File: src/rtl/mem_pkg.sv
// Shared definitions for the march BIST controller and the small RAM blocks it tests.
package mem_pkg;

   localparam int MEM_ADDR_W = 2;
   localparam int MEM_DATA_W = 4;

   typedef enum logic [2:0] {
      IDLE = 3'd0,
      W0   = 3'd1,
      R0   = 3'd2,
      W1   = 3'd3,
      R1   = 3'd4,
      FIN  = 3'd5
   } state_t;

endpackage

File: src/rtl/mem_march_bist_if.sv
// RAM port bundle: the BIST drives address/data/write-enable, the RAM returns read data.
interface mem_march_bist_if #(
   parameter int ADDR_W = 2,
   parameter int DATA_W = 4
) ();

   logic [ADDR_W-1:0] mem_addr;
   logic [DATA_W-1:0] mem_din;
   logic              mem_we;
   logic [DATA_W-1:0] mem_dout;

   modport master (
      output mem_addr,
      output mem_din,
      output mem_we,
      input  mem_dout
   );

   modport slave (
      input  mem_addr,
      input  mem_din,
      input  mem_we,
      output mem_dout
   );

endinterface

File: src/rtl/mem_march_cmp.sv
// Read-data compare stage: delays the issued address and expected value by one cycle to line
// up with the RAM's registered read data, then tracks the first error and a saturating count.
module mem_march_cmp
   import mem_pkg::*;
#(
   parameter int ADDR_W   = MEM_ADDR_W,
   parameter int DATA_W   = MEM_DATA_W,
   parameter int ERRCNT_W = 4
) (
   input  logic                clk,
   input  logic                rst,
   input  logic                clr,
   input  logic                rd_issue,
   input  logic [ADDR_W-1:0]   rd_addr,
   input  logic [DATA_W-1:0]   rd_exp,
   input  logic [DATA_W-1:0]   mem_dout,
   output logic [ADDR_W-1:0]   err_addr,
   output logic [DATA_W-1:0]   err_data,
   output logic [ERRCNT_W-1:0] err_count,
   output logic                clean_next
);

   localparam logic [ERRCNT_W-1:0] CNT_MAX = '1;

   logic              cmp_vld;
   logic [ADDR_W-1:0] cmp_addr;
   logic [DATA_W-1:0] cmp_exp;
   logic              mismatch;

   assign mismatch   = cmp_vld && (mem_dout != cmp_exp);
   // The counter saturates and never returns to zero mid-run, so zero means "no error yet".
   assign clean_next = (err_count == '0) && !mismatch;

   // Align the issued address and expected value with the read data that arrives a cycle later.
   always_ff @(posedge clk or posedge rst) begin
      if (rst) begin
         cmp_vld  <= 1'b0;
         cmp_addr <= '0;
         cmp_exp  <= '0;
      end else begin
         cmp_vld  <= rd_issue;
         cmp_addr <= rd_addr;
         cmp_exp  <= rd_exp;
      end
   end

   // First-error capture and saturating mismatch counter, cleared at the start of each run.
   always_ff @(posedge clk or posedge rst) begin
      if (rst) begin
         err_addr  <= '0;
         err_data  <= '0;
         err_count <= '0;
      end else if (clr) begin
         err_addr  <= '0;
         err_data  <= '0;
         err_count <= '0;
      end else if (mismatch) begin
         if (err_count == '0) begin
            err_addr <= cmp_addr;
            err_data <= mem_dout;
         end
         if (err_count != CNT_MAX) begin
            err_count <= err_count + 1'b1;
         end
      end
   end

endmodule

File: src/rtl/mem_march_bist.sv
// March BIST controller: writes P ascending, reads P ascending, writes ~P ascending,
// reads ~P descending, then reports the result with a one-cycle done pulse.
//
// state | meaning
// IDLE  | RAM port released (we=0); waiting for start
// W0    | write P to 0..N-1
// R0    | read 0..N-1 expecting P, plus one tail cycle to finish the last compare
// W1    | write ~P to 0..N-1
// R1    | read N-1..0 expecting ~P, plus one tail cycle
// FIN   | done pulse, pass latched
module mem_march_bist
   import mem_pkg::*;
#(
   parameter int                ADDR_W   = MEM_ADDR_W,
   parameter int                DATA_W   = MEM_DATA_W,
   parameter logic [DATA_W-1:0] PATTERN  = 4'b1010,
   parameter int                ERRCNT_W = 4
) (
   input  logic                clk,
   input  logic                rst,
   input  logic                start,
   mem_march_bist_if.master    mem,
   output logic                busy,
   output logic                done,
   output logic                pass,
   output logic [ADDR_W-1:0]   err_addr,
   output logic [DATA_W-1:0]   err_data,
   output logic [ERRCNT_W-1:0] err_count
);

   localparam logic [ADDR_W-1:0] LAST = '1;

   state_t            state;
   logic              rd_tail;
   logic              rd_issue;
   logic              run_clr;
   logic              clean_next;
   logic [DATA_W-1:0] rd_exp;

   assign rd_issue = ((state == R0) || (state == R1)) && !rd_tail;
   assign rd_exp   = (state == R0) ? PATTERN : ~PATTERN;
   assign run_clr  = (state == IDLE) && start;

   // Sequencer and address generation; every RAM-side and status output is registered here.
   always_ff @(posedge clk or posedge rst) begin
      if (rst) begin
         state        <= IDLE;
         rd_tail      <= 1'b0;
         mem.mem_addr <= '0;
         mem.mem_din  <= '0;
         mem.mem_we   <= 1'b0;
         busy         <= 1'b0;
         done         <= 1'b0;
         pass         <= 1'b0;
      end else begin
         case (state)
            IDLE: begin
               mem.mem_we <= 1'b0;
               busy       <= 1'b0;
               done       <= 1'b0;
               if (start) begin
                  state        <= W0;
                  mem.mem_addr <= '0;
                  mem.mem_din  <= PATTERN;
                  mem.mem_we   <= 1'b1;
                  busy         <= 1'b1;
                  pass         <= 1'b0;
               end
            end
            W0: begin
               if (mem.mem_addr == LAST) begin
                  state        <= R0;
                  mem.mem_addr <= '0;
                  mem.mem_we   <= 1'b0;
               end else begin
                  mem.mem_addr <= mem.mem_addr + 1'b1;
               end
            end
            R0: begin
               if (!rd_tail) begin
                  if (mem.mem_addr == LAST) rd_tail <= 1'b1;
                  else mem.mem_addr <= mem.mem_addr + 1'b1;
               end else begin
                  rd_tail      <= 1'b0;
                  state        <= W1;
                  mem.mem_addr <= '0;
                  mem.mem_din  <= ~PATTERN;
                  mem.mem_we   <= 1'b1;
               end
            end
            W1: begin
               if (mem.mem_addr == LAST) begin
                  state        <= R1;
                  mem.mem_addr <= LAST;
                  mem.mem_we   <= 1'b0;
               end else begin
                  mem.mem_addr <= mem.mem_addr + 1'b1;
               end
            end
            R1: begin
               if (!rd_tail) begin
                  if (mem.mem_addr == '0) rd_tail <= 1'b1;
                  else mem.mem_addr <= mem.mem_addr - 1'b1;
               end else begin
                  // The last compare resolves in this cycle, so pass uses the look-ahead flag.
                  rd_tail <= 1'b0;
                  state   <= FIN;
                  busy    <= 1'b0;
                  done    <= 1'b1;
                  pass    <= clean_next;
               end
            end
            FIN: begin
               done  <= 1'b0;
               state <= IDLE;
            end
            default: begin
               state      <= IDLE;
               rd_tail    <= 1'b0;
               mem.mem_we <= 1'b0;
               busy       <= 1'b0;
               done       <= 1'b0;
            end
         endcase
      end
   end

   mem_march_cmp #(
      .ADDR_W  (ADDR_W),
      .DATA_W  (DATA_W),
      .ERRCNT_W(ERRCNT_W)
   ) u_cmp (
      .clk       (clk),
      .rst       (rst),
      .clr       (run_clr),
      .rd_issue  (rd_issue),
      .rd_addr   (mem.mem_addr),
      .rd_exp    (rd_exp),
      .mem_dout  (mem.mem_dout),
      .err_addr  (err_addr),
      .err_data  (err_data),
      .err_count (err_count),
      .clean_next(clean_next)
   );

endmodule

File: src/flat_wrapper.sv
// flat-port wrapper written by rule: the top's interface ports become plain ports
module mem_march_bist_flat import mem_pkg::*;
#(
   parameter int                ADDR_W   = MEM_ADDR_W,
   parameter int                DATA_W   = MEM_DATA_W,
   parameter logic [DATA_W-1:0] PATTERN  = 4'b1010,
   parameter int                ERRCNT_W = 4
)
  (clk, rst, start, busy, done, pass, err_addr, err_data, err_count, mem_mem_addr, mem_mem_din, mem_mem_we, mem_mem_dout);
  mem_march_bist_if #(.ADDR_W(ADDR_W), .DATA_W(DATA_W)) mem_i ();
  input  logic clk;
  input  logic rst;
  input  logic start;
  output logic busy;
  output logic done;
  output logic pass;
  output logic [ADDR_W-1:0] err_addr;
  output logic [DATA_W-1:0] err_data;
  output logic [ERRCNT_W-1:0] err_count;
  output wire logic [$bits(mem_i.mem_addr)-1:0] mem_mem_addr;
  output wire logic [$bits(mem_i.mem_din)-1:0] mem_mem_din;
  output wire logic [$bits(mem_i.mem_we)-1:0] mem_mem_we;
  input wire logic [$bits(mem_i.mem_dout)-1:0] mem_mem_dout;
  assign mem_mem_addr = mem_i.mem_addr;
  assign mem_mem_din = mem_i.mem_din;
  assign mem_mem_we = mem_i.mem_we;
  assign mem_i.mem_dout = mem_mem_dout;
  mem_march_bist #(.ADDR_W(ADDR_W), .DATA_W(DATA_W), .PATTERN(PATTERN), .ERRCNT_W(ERRCNT_W)) u_core (.clk(clk), .rst(rst), .start(start), .mem(mem_i), .busy(busy), .done(done), .pass(pass), .err_addr(err_addr), .err_data(err_data), .err_count(err_count));
endmodule
File: config.mk
export PLATFORM = sky130hd
export DESIGN_NAME = mem_march_bist_flat
export DESIGN_NICKNAME = d
export VERILOG_FILES = /design/src/rtl/mem_pkg.sv /design/src/rtl/mem_march_bist_if.sv /design/src/rtl/mem_march_cmp.sv /design/src/rtl/mem_march_bist.sv /design/src/flat_wrapper.sv
export SDC_FILE = /design/constraint.sdc
export NUM_CORES = 1
export LEC_CHECK = 0
export ABC_AREA = 1
export CAP_MARGIN = 5
export CORE_AREA = 2 2 83 45
export DETAILED_ROUTE_END_ITERATION = 8
export DIE_AREA = 0 0 85 47
export HOLD_SLACK_MARGIN = 0.1
export PLACE_DENSITY = 0.85
export REMOVE_ABC_BUFFERS = 1
export SKIP_CTS_REPAIR_TIMING = 1
export SLEW_MARGIN = 20
export SYNTH_ARGS = -nofsm -noshare
export SYNTH_HDL_FRONTEND = slang
export SYNTH_HIERARCHICAL = 1
export SYNTH_SLANG_ARGS = --single-unit
File: constraint.sdc
create_clock -name clk -period 1.86 [get_ports clk]
set_input_delay 0.465 -clock clk [delete_from_list [all_inputs] [get_ports clk]]
set_output_delay 0.465 -clock clk [all_outputs]
set_load 0.02 [all_outputs]
==> results <==
layout make-up:
cell class | count | area [µm²]
clock buffer | 7 | 96.3
clock inverter | 1 | 5.00
fill | 289 | 1200
inverter | 41 | 154
multi-input combinational | 147 | 761
sequential | 29 | 726
tap | 42 | 52.6
timing repair buffer | 30 | 293
cell families after synthesis:
logic type / Yosys count
simple gates: 132
buf+inv: 48
flops: 29
compound gates: 9
fa+ha+maj: 6
power breakdown:
part | switching (mW) | total [mW] | internal, mW
clock | 0.248 | 0.582 | 0.334
combinational | 1.24 | 2.03 | 0.783
sequential | 0.250 | 1.14 | 0.889
per-layer routing:
metal  GRT usage  vias to the layer above
met4      0.0794                        0
li1            -                      751
met1       0.343                      696
met2       0.319                       58
met5           0                        -
met3      0.0861                        4
placed cells by master, fill, tap and decap left out:
cell and count:
nand3_1 25, o21ai_1 3, nor3_1 1, dfrtp_1 29, nand2_2 4, inv_1 30, nand3b_4 1, nor2_4 2
nand2_1 68, clkdlybuf4s50_1 25, o211ai_1 2, inv_2 8, nor2_1 14, ha_1 6, clkinv_2 1, nand4_1 5
nand2_4 1, buf_4 4, dlymetal6s2s_1 1, a21oi_1 2, nor2_2 6, clkbuf_8 7, nand3_2 5, o21ai_0 2
clkinv_1 3
registers in the layout (all words and copies together), names as in the netlist:
register and cells:
u_core/mem.mem_addr 2, u_core/u_cmp/cmp_exp 4, u_core/done 1, u_core/pass 1
u_core/rd_tail 1, u_core/state 3, u_core/busy 1, u_core/u_cmp/cmp_vld 1
u_core/u_cmp/err_count 4, u_core/u_cmp/err_data 4, u_core/mem.mem_din 2, u_core/u_cmp/cmp_addr 2
u_core/mem.mem_we 1, u_core/u_cmp/err_addr 2
tightest hold or removal path, delay by kind of cell, from the launching register on:
kind / cells / cell delay [ns]
AND/OR/NAND/NOR: 2 / 0.10
flip-flops: 1 / 0.35
path summary, 6_finish.rpt:
path                       slack [ns]                      start                       end
setup / recovery                 0.07  u_core/u_cmp/err_count[0]              err_count[0]
hold / removal                   0.48          u_core/mem.mem_we         u_core/mem.mem_we
setup reg to reg                 0.36            u_core/state[1]  u_core/u_cmp/err_addr[0]
hold reg to reg                  0.48          u_core/mem.mem_we         u_core/mem.mem_we
max in group asynchronous        0.98                        rst               u_core/done
min in group asynchronous        0.52                        rst   u_core/u_cmp/cmp_exp[2]
metrics by stage:
| step | setup TNS (ns) | setup WS (ns) | hold WS (ns) | utilization |
|---|---|---|---|---|
| 5_1_grt | 0 | 0.0438 | 0.519 | 0.635 |
| 3_5_place_dp | -0.0262 | -0.0129 | 0.465 | 0.604 |
| 3_3_place_gp | 0 | 0.0855 | 0.459 | 0.604 |
| 6_report | 0 | 0.0711 | 0.482 | 0.635 |
| 4_1_cts | 0 | 0.0364 | 0.485 | 0.635 |
| 2_1_floorplan | 0 | 0.460 | 0.330 | - |
==> flow_summary.toml <==
[status]
status = "finished, final reports clean"

[drt]
viasPerCell = 5.08
met2_length_mm = 1.53
drt-initial-drc-count = 126
vias = 1509
wl_met3_um = 379
highest_layer = "met4"
wl_per_cell_um = 13.4
wl_met1_mm = 2.04
drt-total-wl_mm = 3.99
drtAntennaViolNets = 0
drtPass1Iterations = 5
drc = 0

[floorplan]
die_h_um = 47
floorplan.die_area_um2 = 4000
row_count = 15
core_um2 = 3280
die_w_um = 85
ios = 27
floorplan.initialDensity = 0.516

[global_route]
grt_pass1_wl_mm = 6.65
grt_max_degree = 18
first_global_vias = 1364
grt-ovfl-total = 0
grt_use_total = 0.234
antenna_found_initial = 0

[setup_path]
critical-path-top-delay-family = "buffers and inverters"
start_kind = "flip-flop"
ff2ff_path_depth = 6
arrival_ns = 1.32
crit_path_max_incr_delay_ns = 0.63
cp_cell_sequence = "clkdlybuf4s50_1"
critPathSlowestCell = "clkdlybuf4s50_1"
path_buf_inv = 1
crit_type = "flip-flop to output port"
crit_required_ns = 1.39
cp_max_fo = 4
endpoint_kind = "output port"
crit_cells = 1

[finish]
stdcell_count = 297
num_antenna_cells = 0
drive_gt1_frac = 0.153
postLayoutCellArea_um2 = 2090
area_delta_synth_final_pct = 23.1
final_nets = 267

[logic_synthesis]
synthTopCellsByArea = "dfrtp_1, nand2_1, nand3_1"
yosys_most_used_dff = "dfrtp_1"
yosys.area_share.simple = 0.375
synthCells = 224
synth.area.mux_share = 0
ys_ff_latch = 29
ys_top_cells_by_count = "nand2_1, inv_1, dfrtp_1"
yosysTopAreaCell = "dfrtp_1"
synth-xor-area-share = 0
syn-cell-area_um2 = 1700
ys_seq_area_frac = 0.428
synth_top_family_by_area = "simple AND/OR/NAND/NOR gates"
synth_edf_count = 0
ys_warn_count = 6
synth_most_common_cell = "nand2_1"
synth_compound_area_frac = 0.0295
syn_avg_cell_area_um2 = 7.57
synth_async_sr_flop_share = 1.00
synth_top_area_frac = 0.428
synth_cell_types = 23
synthAdderAreaFrac = 0.0443

[sta]
rsz0062_at_grt = "no"
finalCritPeriodShare = 0.962
fmax_mhz = 559
slew_viol_final = 0
slew-limit-headroom = 0.666
setup_viol = 0
final_hold_viol_count = 0
clock_skew_ns = 0.00721
fin_crit_ns = 1.79
worst_pin_slew_ns = 0.501

[pwr]
total_power_mw = 3.75
leakagePower_nw = 1.16
peakVddDrop_v = 0.000997
powerDensity_nw_per_um2 = 1800

[place]
hpwl_mm = 2.97
finalWeightedCongestion = 0.924
post_dp_cell_area_um2 = 1980
io_buffers = 26
dp.cells = 289

[clocking]
cts_tree = "done"
clock_latency_ns = 0.28
path_clk_slew_ns = 0.07
clock_sinks = 29
cts_root_buffer = "clkbuf_8"
cts_buffer_depth = 2
ctsHtreeMaxLevel = 2
cts-buffers-inserted = 5

[job]
maxCapViolCount = 0

[worst_hold_path]
holdPathStages = 2
hp-class = "flip-flop to flip-flop"
Note: power is estimated with default switching activity, not from simulation.
